--- config.mk ---
export PLATFORM = sky130hd
export DESIGN_NAME = multiplicador_seq
export DESIGN_NICKNAME = d
export VERILOG_FILES = /design/src/rtl/multiplicador_seq.sv
export SDC_FILE = /design/constraint.sdc
export NUM_CORES = 1
export LEC_CHECK = 0
export CAP_MARGIN = 10
export CORE_MARGIN = 4
export CORE_UTILIZATION = 50
export CTS_CLUSTER_DIAMETER = 120
export CTS_CLUSTER_SIZE = 30
export DETAILED_ROUTE_END_ITERATION = 10
export PLACE_DENSITY = 0.78
export SLEW_MARGIN = 20
export SYNTH_ARGS = -nofsm -noshare
export SYNTH_HDL_FRONTEND = slang
export SYNTH_SLANG_ARGS = --single-unit
--- constraint.sdc ---
create_clock -name clk -period 5.6 [get_ports clk]
set_input_delay 1.4 -clock clk [delete_from_list [all_inputs] [get_ports clk]]
set_output_delay 1.4 -clock clk [all_outputs]
set_load 0.02 [all_outputs]
--- src/rtl/multiplicador_seq.sv ---
// Iterative shift-add multiplier: TAM x TAM -> 2*TAM product, one multiplier bit per cycle.
// Optional signed mode enabled by defining MULT_SIGNED_EN (adds the sgn port).
module multiplicador_seq #(
  parameter int unsigned TAM = 8
) (
  input  logic               clk,
  input  logic               rst,
  input  logic               start,
  input  logic [TAM-1:0]     A,
  input  logic [TAM-1:0]     B,
`ifdef MULT_SIGNED_EN
  input  logic               sgn,
`endif
  output logic               busy,
  output logic               done,
  output logic [2*TAM-1:0]   S
);

  localparam int unsigned W2 = 2 * TAM;
  localparam int unsigned CW = $clog2(TAM) + 1;

  typedef enum logic [1:0] {IDLE, CALC, DONE} state_t;

  state_t          state;
  logic [TAM-1:0]  a_reg;
  logic [TAM-1:0]  b_reg;
  logic [W2-1:0]   acc;
  logic [CW-1:0]   cnt;
  logic            neg_reg;

  logic [TAM-1:0]  a_load;
  logic [TAM-1:0]  b_load;
  logic            neg_load;
  logic [W2-1:0]   addend;
  logic [W2-1:0]   acc_next;
  logic [W2-1:0]   result;

  // Operands are stored as magnitudes; the sign is reapplied when the product lands in S.
  always_comb begin
    a_load   = A;
    b_load   = B;
    neg_load = 1'b0;
`ifdef MULT_SIGNED_EN
    if (sgn) begin
      if (A[TAM-1]) a_load = ~A + TAM'(1);
      if (B[TAM-1]) b_load = ~B + TAM'(1);
      neg_load = A[TAM-1] ^ B[TAM-1];
    end
`endif
  end

  always_comb begin
    addend   = b_reg[0] ? (W2'(a_reg) << cnt) : '0;
    acc_next = acc + addend;
    result   = neg_reg ? (~acc_next + W2'(1)) : acc_next;
  end

  always_ff @(posedge clk) begin
    if (rst) begin
      state   <= IDLE;
      busy    <= 1'b0;
      done    <= 1'b0;
      S       <= '0;
      cnt     <= '0;
      a_reg   <= '0;
      b_reg   <= '0;
      acc     <= '0;
      neg_reg <= 1'b0;
    end else begin
      case (state)
        IDLE, DONE: begin
          done <= 1'b0;
          if (start) begin
            state   <= CALC;
            busy    <= 1'b1;
            a_reg   <= a_load;
            b_reg   <= b_load;
            neg_reg <= neg_load;
            acc     <= '0;
            cnt     <= '0;
          end else begin
            state <= IDLE;
          end
        end
        CALC: begin
          acc   <= acc_next;
          b_reg <= b_reg >> 1;
          cnt   <= cnt + CW'(1);
          // Last partial product: publish the whole result in one edge.
          if (cnt == CW'(TAM - 1)) begin
            state <= DONE;
            busy  <= 1'b0;
            done  <= 1'b1;
            S     <= result;
          end
        end
        default: begin
          state <= IDLE;
          busy  <= 1'b0;
          done  <= 1'b0;
        end
      endcase
    end
  end

endmodule
==> impl_metrics.toml <==
[die]
pin_count = 37
die_width_um = 87.8
initial_core_util_pct = 52.5
core-area_um2 = 6060
die-area_um2 = 7710
die-height_um = 87.8
num_rows = 28

[worst_setup_path]
required_ns = 5.86
cp-end-kind = "register"
cp-endpoint = "S[15]"
cp_slowest_stage_delay_ns = 0.72
reg2reg_to = "S[15]"
crit_fanout = 17
cp_slowest_cell = "dfxtp_1"
critical_path_class = "reg2reg"
cp-start-kind = "register"
path_cells = "mux2_2 -> mux2i_1 -> nor2_1 -> a31oi_1 -> o22ai_1 -> and2_1 -> ha_1 -> and3_1 -> nor4b_2 -> a211oi_1 -> o221ai_1 -> a2111oi_2 -> a311o_1"
r2r_cells = 13
rrSetupSlack_ns = 1.59
arrival_ns = 4.27
critPathLaunch = "cnt[1]"
r2r-start = "cnt[1]"

[synth]
synth-edff-count = 0
yosys-top-cells-count = "dfxtp_1 (56), nand2_1 (55), a21oi_1 (35)"
synth.avg_cell_area_um2 = 8.51
syn-num-nets = 410
netlist_area_um2 = 3180
ys_top_cells_by_area = "dfxtp_1 (35%), nand2_1 (6.5%), ha_1 (6.3%)"
yosysWarnings = 0
syn_inst = 374
ys.flop_type = "dfxtp_1"
synth.top_cell.area_share_pct = 35.2
ys_types = 49
synthArstFlopShare_pct = 0
synth_most_common_cell = "dfxtp_1"
synth.largest_area_cell = "dfxtp_1"
ys_ff_latch = 56
yosysSeqAreaShare_pct = 35.2

[detailed_routing]
initialDrtViolationCount = 153
drc_errors = 0
drt-total-wl_mm = 7.48
post_drt_wl_per_cell_um = 15.8
dr.pass1.iters = 6
ant_nets = 0
vias_per_cell = 5.92
via_count = 2806

[clocking]
path_clk_slew_ns = 0.10
post_cts_buffers = 0
clk_latency_ns = 0.32
clock_sinks = 56
cts_root_buf = "clkbuf_8"
ctsHoldBuffers = 0
htreeDepth = 2
cts_buffers = 5
cts.repair.resized = 0
tritoncts = "yes"
clockBufferDepth = 2

[sta]
fin_crit_sh_pct = 71.6
finalCriticalPeriod_ns = 4.01
setup_tns_ns = 0
fin_worst_skew_ns = 0.00510
slew_viol_final = 0
relSlewSlack_pct = 32.2
setup_viol_count_final = 0
hold_viol = 0
fmax_mhz = 250
timing.hold.ws_ns = 0.461
worstMarginPinSlew_ns = 1.01
grt_setup_unrepaired = "no"

[placed_design]
place.gp.congestion = 0.972
portBuffers = 36
hpwlAfterDp_mm = 5.40

[power]
p_leak_nw = 1.44
peakVddDrop_mv = 0.128
powerDensity_nw_per_um2 = 201

[layout]
reg.largest.list = "S: 16 flops, acc: 16 flops"
diodes = 0
drive_above_1_share_pct = 6.52
syn_to_final_growth_pct = 14.7
nNetsFinal = 434

[global_routing]
overflow = 0
track_usage_pct = 20.7
antenna_found_initial = 0
grt_max_degree = 49
first_global_vias = 2648
grt_pass1_wl_mm = 12.6

[min_path]
hold_path_class = "reg2reg"

[run_status]
status = "completed"

[job]
maxCapViolCount = 0
==> per-stage QoR <==
| stage | area, um^2 | cells | utilization (%) | worst slack (ns) | power [mW] |
|---|---|---|---|---|---|
| CTS | 3650 | 474 | 60.2 | 1.66 | 0.739 |
| finish | 3650 | 474 | 60.2 | 1.59 | 0.733 |
| floorplan | 3180 | 374 | - | 2.03 | 0.483 |
| detailed placement | 3560 | 466 | 58.7 | 1.72 | 0.513 |
| global route | 3650 | 474 | 60.2 | 1.40 | 0.768 |
| global placement | 3560 | 466 | 58.7 | 1.91 | 0.510 |
==> layout by cell type (no fill, tap or decap), drive strengths merged, types with 3 or more instances in the layout <==
master | synthesis | layout
ha | 16 | 16
nand2 | 55 | 55
and3 | 3 | 3
nand3 | 6 | 6
or2 | 3 | 3
xnor2 | 11 | 11
nand2b | 4 | 4
o21a | 5 | 5
and2 | 8 | 8
nor2b | 9 | 9
clkbuf | 17 | 5
o21ai | 8 | 8
o22ai | 4 | 4
o211ai | 3 | 3
nor3b | 7 | 7
nor2 | 26 | 26
inv | 3 | 3
a22oi | 16 | 16
a31oi | 3 | 3
mux2i | 13 | 13
buf | 4 | 3
xor2 | 3 | 3
a211oi | 4 | 4
dfxtp | 56 | 56
a21oi | 35 | 35
clkdlybuf4s50 | 0 | 35
mux2 | 5 | 5
a22o | 12 | 12
a21o | 10 | 10
==> report_power, final <==
part | total, mW | switching [mW] | internal [mW]
Sequential | 0.421 | 0.0128 | 0.408
Clock | 0.229 | 0.140 | 0.0890
Combinational | 0.0829 | 0.0465 | 0.0364
Total | 0.733 | 0.199 | 0.533
==> how the worst min path moves through the flow <==
stage / cells after the start / slack (ns) / endpoint / startpoint
5_1_grt: 2 / 0.48 / S[3] / S[3]
6_report: 2 / 0.46 / S[3] / S[3]
2_1_floorplan: 2 / 0.44 / b_reg[1] / b_reg[1]
4_1_cts: 2 / 0.46 / S[3] / S[3]
3_3_place_gp: 2 / 0.44 / S[4] / S[4]
3_5_place_dp: 2 / 0.45 / S[3] / S[3]
==> layer usage <==
layer / vias up / wire length [um] / GRT usage [%]
met5: - / 0 / 0
met4: 0 / 84 / 8.09
met3: 8 / 361 / 3.86
met2: 73 / 3570 / 33.5
met1: 1331 / 3470 / 27.4
li1: 1394 / - / -
==> critical path: cells and delay by family, from the launching register on <==
| kind | cells | cell delay [ns] |
|---|---|---|
| AOI/OAI and AO/OA | 6 | 1.61 |
| adders and majority gates | 1 | 0.34 |
| DFF | 1 | 0.72 |
| muxes | 2 | 0.63 |
| and+or+nand+nor | 4 | 0.65 |
==> kinds of logic after synthesis <==
kind of cell               synth area share [%]
buffers and inverters                      3.42
muxes                                      5.86
DFF                                        35.2
and+or+nand+nor                            19.3
xor gates and xnor gates                   3.85
adders and majority gates                  6.92
AOI/OAI and AO/OA                          25.4
==> final cells by class <==
cell class	count	area, um^2
multi-input cells	293	1960
well taps	75	93.8
repair buffers	38	370
flip-flops and latches	56	1120
inverters	4	15.0
fillers	560	2410
clock inverters	3	23.8
clock buffers	5	68.8
Note: power is estimated with default switching activity, not from simulation.
==> RTL edit 1: new RTL, same flow settings <==
Set the parameter `TAM` to 16 (it was 8).
--- a/src/rtl/multiplicador_seq.sv
+++ b/src/rtl/multiplicador_seq.sv
@@ -1,7 +1,7 @@
 // Iterative shift-add multiplier: TAM x TAM -> 2*TAM product, one multiplier bit per cycle.
 // Optional signed mode enabled by defining MULT_SIGNED_EN (adds the sgn port).
 module multiplicador_seq #(
-  parameter int unsigned TAM = 8
+  parameter int unsigned TAM = 16
 ) (
   input  logic               clk,
   input  logic               rst,
Ports: changed (resized A, B and S); port bits go from 37 to 69. The function was not compared with the original's and may differ.
==> RTL edit 1 against the original RTL <==
Wire length increased by 140%. Critical endpoint is now S[28]$_SDFFE_PP0P_. Largest power group unchanged. Sequential cell count grew 49. Synthesized area rose by 110%. Design area is 110% higher. Maximum frequency fell by 11%. Via count up 120%. Total power rose by 130%. Global-route usage grew 3.1 points. Worst setup slack worse by 500 ps.
==> RTL edit 1: results (changes against the original RTL) <==
grt_pass1_wl_mm: 29.0  # was 12.6 mm
path_max_fanout: 27  # was 17
dp_cells: 1046  # was 466
synthAdderAreaFrac: 0.0647  # was 0.0692
global_route.usage.met1: 0.307  # was 0.274
synth_compound_area_frac: 0.266  # was 0.254
first_global_vias: 5984  # was 2648
syn_inst: 850  # was 374
dr.pass1.iters: 7  # was 6
yosys-mux-area-fraction: 0.0634  # was 0.0586
synth_xor_area_frac: 0.0314  # was 0.0385
io_buffers: 68  # was 36
finalCritPeriodShare: 0.805  # was 0.716
ys_types: 73  # was 49
final-instance-count-excl-fill: 1062  # was 474
crit_family: "simple AND/OR/NAND/NOR gates"  # was compound AO/OA/AOI/OAI gates
ys_top_cells_by_count: "nand2_1 (138), dfxtp_1 (105), a21oi_1 (91)"  # was dfxtp_1 (56), nand2_1 (55), a21oi_1 (35)
cp_slowest_stage_delay_ps: 1000  # was 720 ps
grt_max_degree: 68  # was 49
place_ws_ps: 1210  # was 1720 ps
wl_met3_mm: 1.35  # was 361 µm
clkTransAtPathRegs_ps: 70  # was 100 ps
drive_above_1_share: 0.0767  # was 0.0652
yosysSeqAreaShare: 0.314  # was 0.352
syn_nets: 919  # was 410
drt_iter0_drc: 549  # was 153
rr_worst_depth: 14  # was 13
clock_insertion_delay_worst_skew_ps: 360  # was 320 ps
status: "completed"  # unchanged
grt_util_met2: 0.375  # was 0.335
worst_ep_arrival_time_ps: 4800  # was 4270 ps
r2r_setup_slack_ps: 1090  # was 1590 ps
fin_nets: 950  # was 434
synth.area.top_cells: "dfxtp_1 (31%), nand2_1 (7.7%), a21oi_1 (6.8%)"  # was dfxtp_1 (35%), nand2_1 (6.5%), ha_1 (6.3%)
worstMarginPinSlew_ps: 1020  # was 1010 ps
skew_ps: 8.63  # was 5.10 ps
numCtsBuffers: 9  # was 5
==> RTL edit 1: cell count changes in the layout (fill, tap and decap cells not counted), moves of 14 or more <==
cell / unedited run / this run
a22oi_1: 16 / 38
ha_1: 16 / 33
o21ai_0: 8 / 24
a21oi_1: 35 / 91
dfxtp_1: 56 / 105
inv_1: 3 / 17
clkdlybuf4s50_1: 35 / 67
nor2_1: 26 / 80
nand2_1: 55 / 138
==> RTL edit 1: how the worst min path moves through the flow <==
stage                               startpoint                    to  slack [ps]  cells after the start
after floorplan           acc[21]$_SDFFE_PP0P_  acc[21]$_SDFFE_PP0P_         430                      2
after global placement      S[23]$_SDFFE_PP0P_    S[23]$_SDFFE_PP0P_         440                      2
after detailed placement    S[23]$_SDFFE_PP0P_    S[23]$_SDFFE_PP0P_         440                      2
after CTS                    S[0]$_SDFFE_PP0P_     S[0]$_SDFFE_PP0P_         460                      2
after global routing         S[0]$_SDFFE_PP0P_     S[0]$_SDFFE_PP0P_         470                      2
final                       S[23]$_SDFFE_PP0P_    S[23]$_SDFFE_PP0P_         450                      2
==> RTL edit 1: layout make-up <==
class / count / area (µm²)
clock inverters: 5 / 85.1
flip-flops and latches: 105 / 2100
well taps: 176 / 220
inverters: 18 / 67.6
fillers: 1203 / 5410
repair buffers: 78 / 751
clock buffers: 11 / 253
multi-input cells: 669 / 4310
==> RTL edit 1: power groups by stage <==
stage / clock network (mW) / logic [mW] / registers [mW]
after floorplan: 0 / 0.119 / 0.793
after global placement: 0 / 0.168 / 0.802
after detailed placement: 0 / 0.170 / 0.802
after CTS: 0.721 / 0.171 / 0.785
after global routing: 0.752 / 0.190 / 0.789
final: 0.712 / 0.172 / 0.786
==> RTL edit 2: new RTL, same flow settings <==
Made on the original files. Re-encode `state_t` (3 states) as one-hot, 3 bits wide.
--- a/src/rtl/multiplicador_seq.sv
+++ b/src/rtl/multiplicador_seq.sv
@@ -19,7 +19,7 @@
   localparam int unsigned W2 = 2 * TAM;
   localparam int unsigned CW = $clog2(TAM) + 1;
 
-  typedef enum logic [1:0] {IDLE, CALC, DONE} state_t;
+  typedef enum logic [2:0] {IDLE = 3'b001, CALC = 3'b010, DONE = 3'b100} state_t;
 
   state_t          state;
   logic [TAM-1:0]  a_reg;
Formal check against the unedited RTL: same outputs for any inputs over 4 cycles, from zero or initial values and one cycle with rst high; so few cycles prove little.
==> RTL edit 2 against the original RTL <==
Core utilization increased by 0.32 points. Sequential share of layout area decreased by 0.86 points. Design area increased by 4.7%. Total power increased by 22%. Critical path depth decreased by 3. Wire length increased by 3.2%. Worst setup slack improved by 87 ps. First-iteration DRC count increased by 35%. Combinational power decreased by 16%. Maximum frequency increased by 2.2%. Sequential cell count increased by 1. Critical path type unchanged. Synthesized area increased by 2.1%. Final cell count increased by 5.1%.
==> RTL edit 2: results (changes against the original RTL) <==
grtUsageTotal: 0.222  # was 0.207
status: "completed"  # unchanged
ys_types: 53  # was 49
dp_hpwl_mm: 5.69  # was 5.40 mm
dr_wl_met2_mm: 3.54  # was 3.57 mm
drt-wirelength-per-cell_um: 15.5  # was 15.8 µm
num_vias: 2881  # was 2806
worst_ep_arrival_time_ps: 4140  # was 4270 ps
clock_insertion_delay_worst_skew_ps: 340  # was 320 ps
drt_iter0_drc: 206  # was 153
syn_nets: 426  # was 410
wl_met3_um: 425  # was 361 µm
rr_worst_depth: 10  # was 13
htreeDepth: 3  # was 2
grt_max_degree: 25  # was 49
leakage_nw: 1.40  # was 1.44 nW
worstMarginPinSlew_ps: 931  # was 1010 ps
skew_ps: 9.50  # was 5.10 ps
gp_congestion: 0.904  # was 0.972
grt_pass1_wl_mm: 13.4  # was 12.6 mm
synth.area.top_cells: "dfxtp_1 (35%), nand2_1 (7.5%), a21oi_1 (7.1%)"  # was dfxtp_1 (35%), nand2_1 (6.5%), ha_1 (6.3%)
wl_met1_mm: 3.51  # was 3.47 mm
path_max_fanout: 19  # was 17
numCtsBuffers: 9  # was 5
dr.pass1.iters: 4  # was 6
ir_worst_vdd_mv: 0.188  # was 0.128 mV
clkTransAtPathRegs_ps: 60  # was 100 ps
-- RTL edit 2: changes by cell type after synthesis, moves of 3 or more --
cell     change
a21oi_1     +11
nand2_1     +10
a22oi_1      -8
a21o_1       -7
o21ai_0      +7
buf_2        +5
nor3b_1      -5
xor2_1       +5
a22o_1       +3
nand4_1      +3
nor2b_1      -3
-- RTL edit 2: logic make-up (layout without fill, tap and decap cells) --
kind of cell	Yosys count	in the layout	share of synthesized area
flip-flops	57	57	0.351
multiplexers	20	20	0.0682
adder cells (fa/ha/maj)	17	17	0.0678
buffers and inverters	29	60	0.0400
AND/OR/NAND/NOR	137	137	0.196
AO/OA/AOI/OAI	113	113	0.231
XOR/XNOR	17	17	0.0458
-- RTL edit 2: routing by layer --
layer | track usage | up-vias
met5 | 0 | -
met1 | 0.286 | 1335
met2 | 0.350 | 77
met4 | 0.106 | 0
li1 | - | 1450
met3 | 0.0512 | 19
-- RTL edit 2: path summary, 6_finish.rpt --
kind	startpoint	endpoint	slack [ps]
worst max-delay path	cnt[1]$_SDFFE_PP0P_	acc[14]$_SDFFE_PP0P_	1680
worst min-delay path	S[0]$_SDFFE_PP0P_	S[0]$_SDFFE_PP0P_	450
worst max register to register	cnt[1]$_SDFFE_PP0P_	acc[14]$_SDFFE_PP0P_	1680
worst min register to register	S[0]$_SDFFE_PP0P_	S[0]$_SDFFE_PP0P_	450
-- RTL edit 2: layout make-up --
cell class / instances / area [µm²]
clock inverters: 4 / 51.3
multi-input cells: 304 / 1980
well taps: 77 / 96.3
repair buffers: 39 / 383
fillers: 591 / 2490
inverters: 5 / 18.8
clock buffers: 12 / 155
flip-flops and latches: 57 / 1140
-- RTL edit 2: stage by stage --
| step | instances | util | power (mW) | cell area, µm² |
|---|---|---|---|---|
| after CTS | 498 | 0.606 | 0.904 | 3820 |
| final | 498 | 0.606 | 0.894 | 3820 |
| after global placement | 482 | 0.573 | 0.502 | 3620 |
| after global routing | 498 | 0.606 | 0.932 | 3820 |
| after detailed placement | 482 | 0.573 | 0.504 | 3620 |
| after floorplan | 390 | - | 0.477 | 3250 |
-- RTL edit 2: critical path: stages, from the launching register on --
cell and delay (ps):
dfxtp_1 790, mux4_2 370, nor2_2 50, a2111oi_0 810
ha_1 440, a21oi_1 240, o21ai_0 150, a221o_1 360
a221oi_2 330, xor2_1 170, o21ai_0 80
-- RTL edit 2: report_power, final --
group	switching, mW	leakage [nW]	total (mW)	internal (mW)
sequential	0.0103	0.462	0.425	0.415
clock	0.170	0.103	0.400	0.230
combinational	0.0380	0.840	0.0694	0.0314
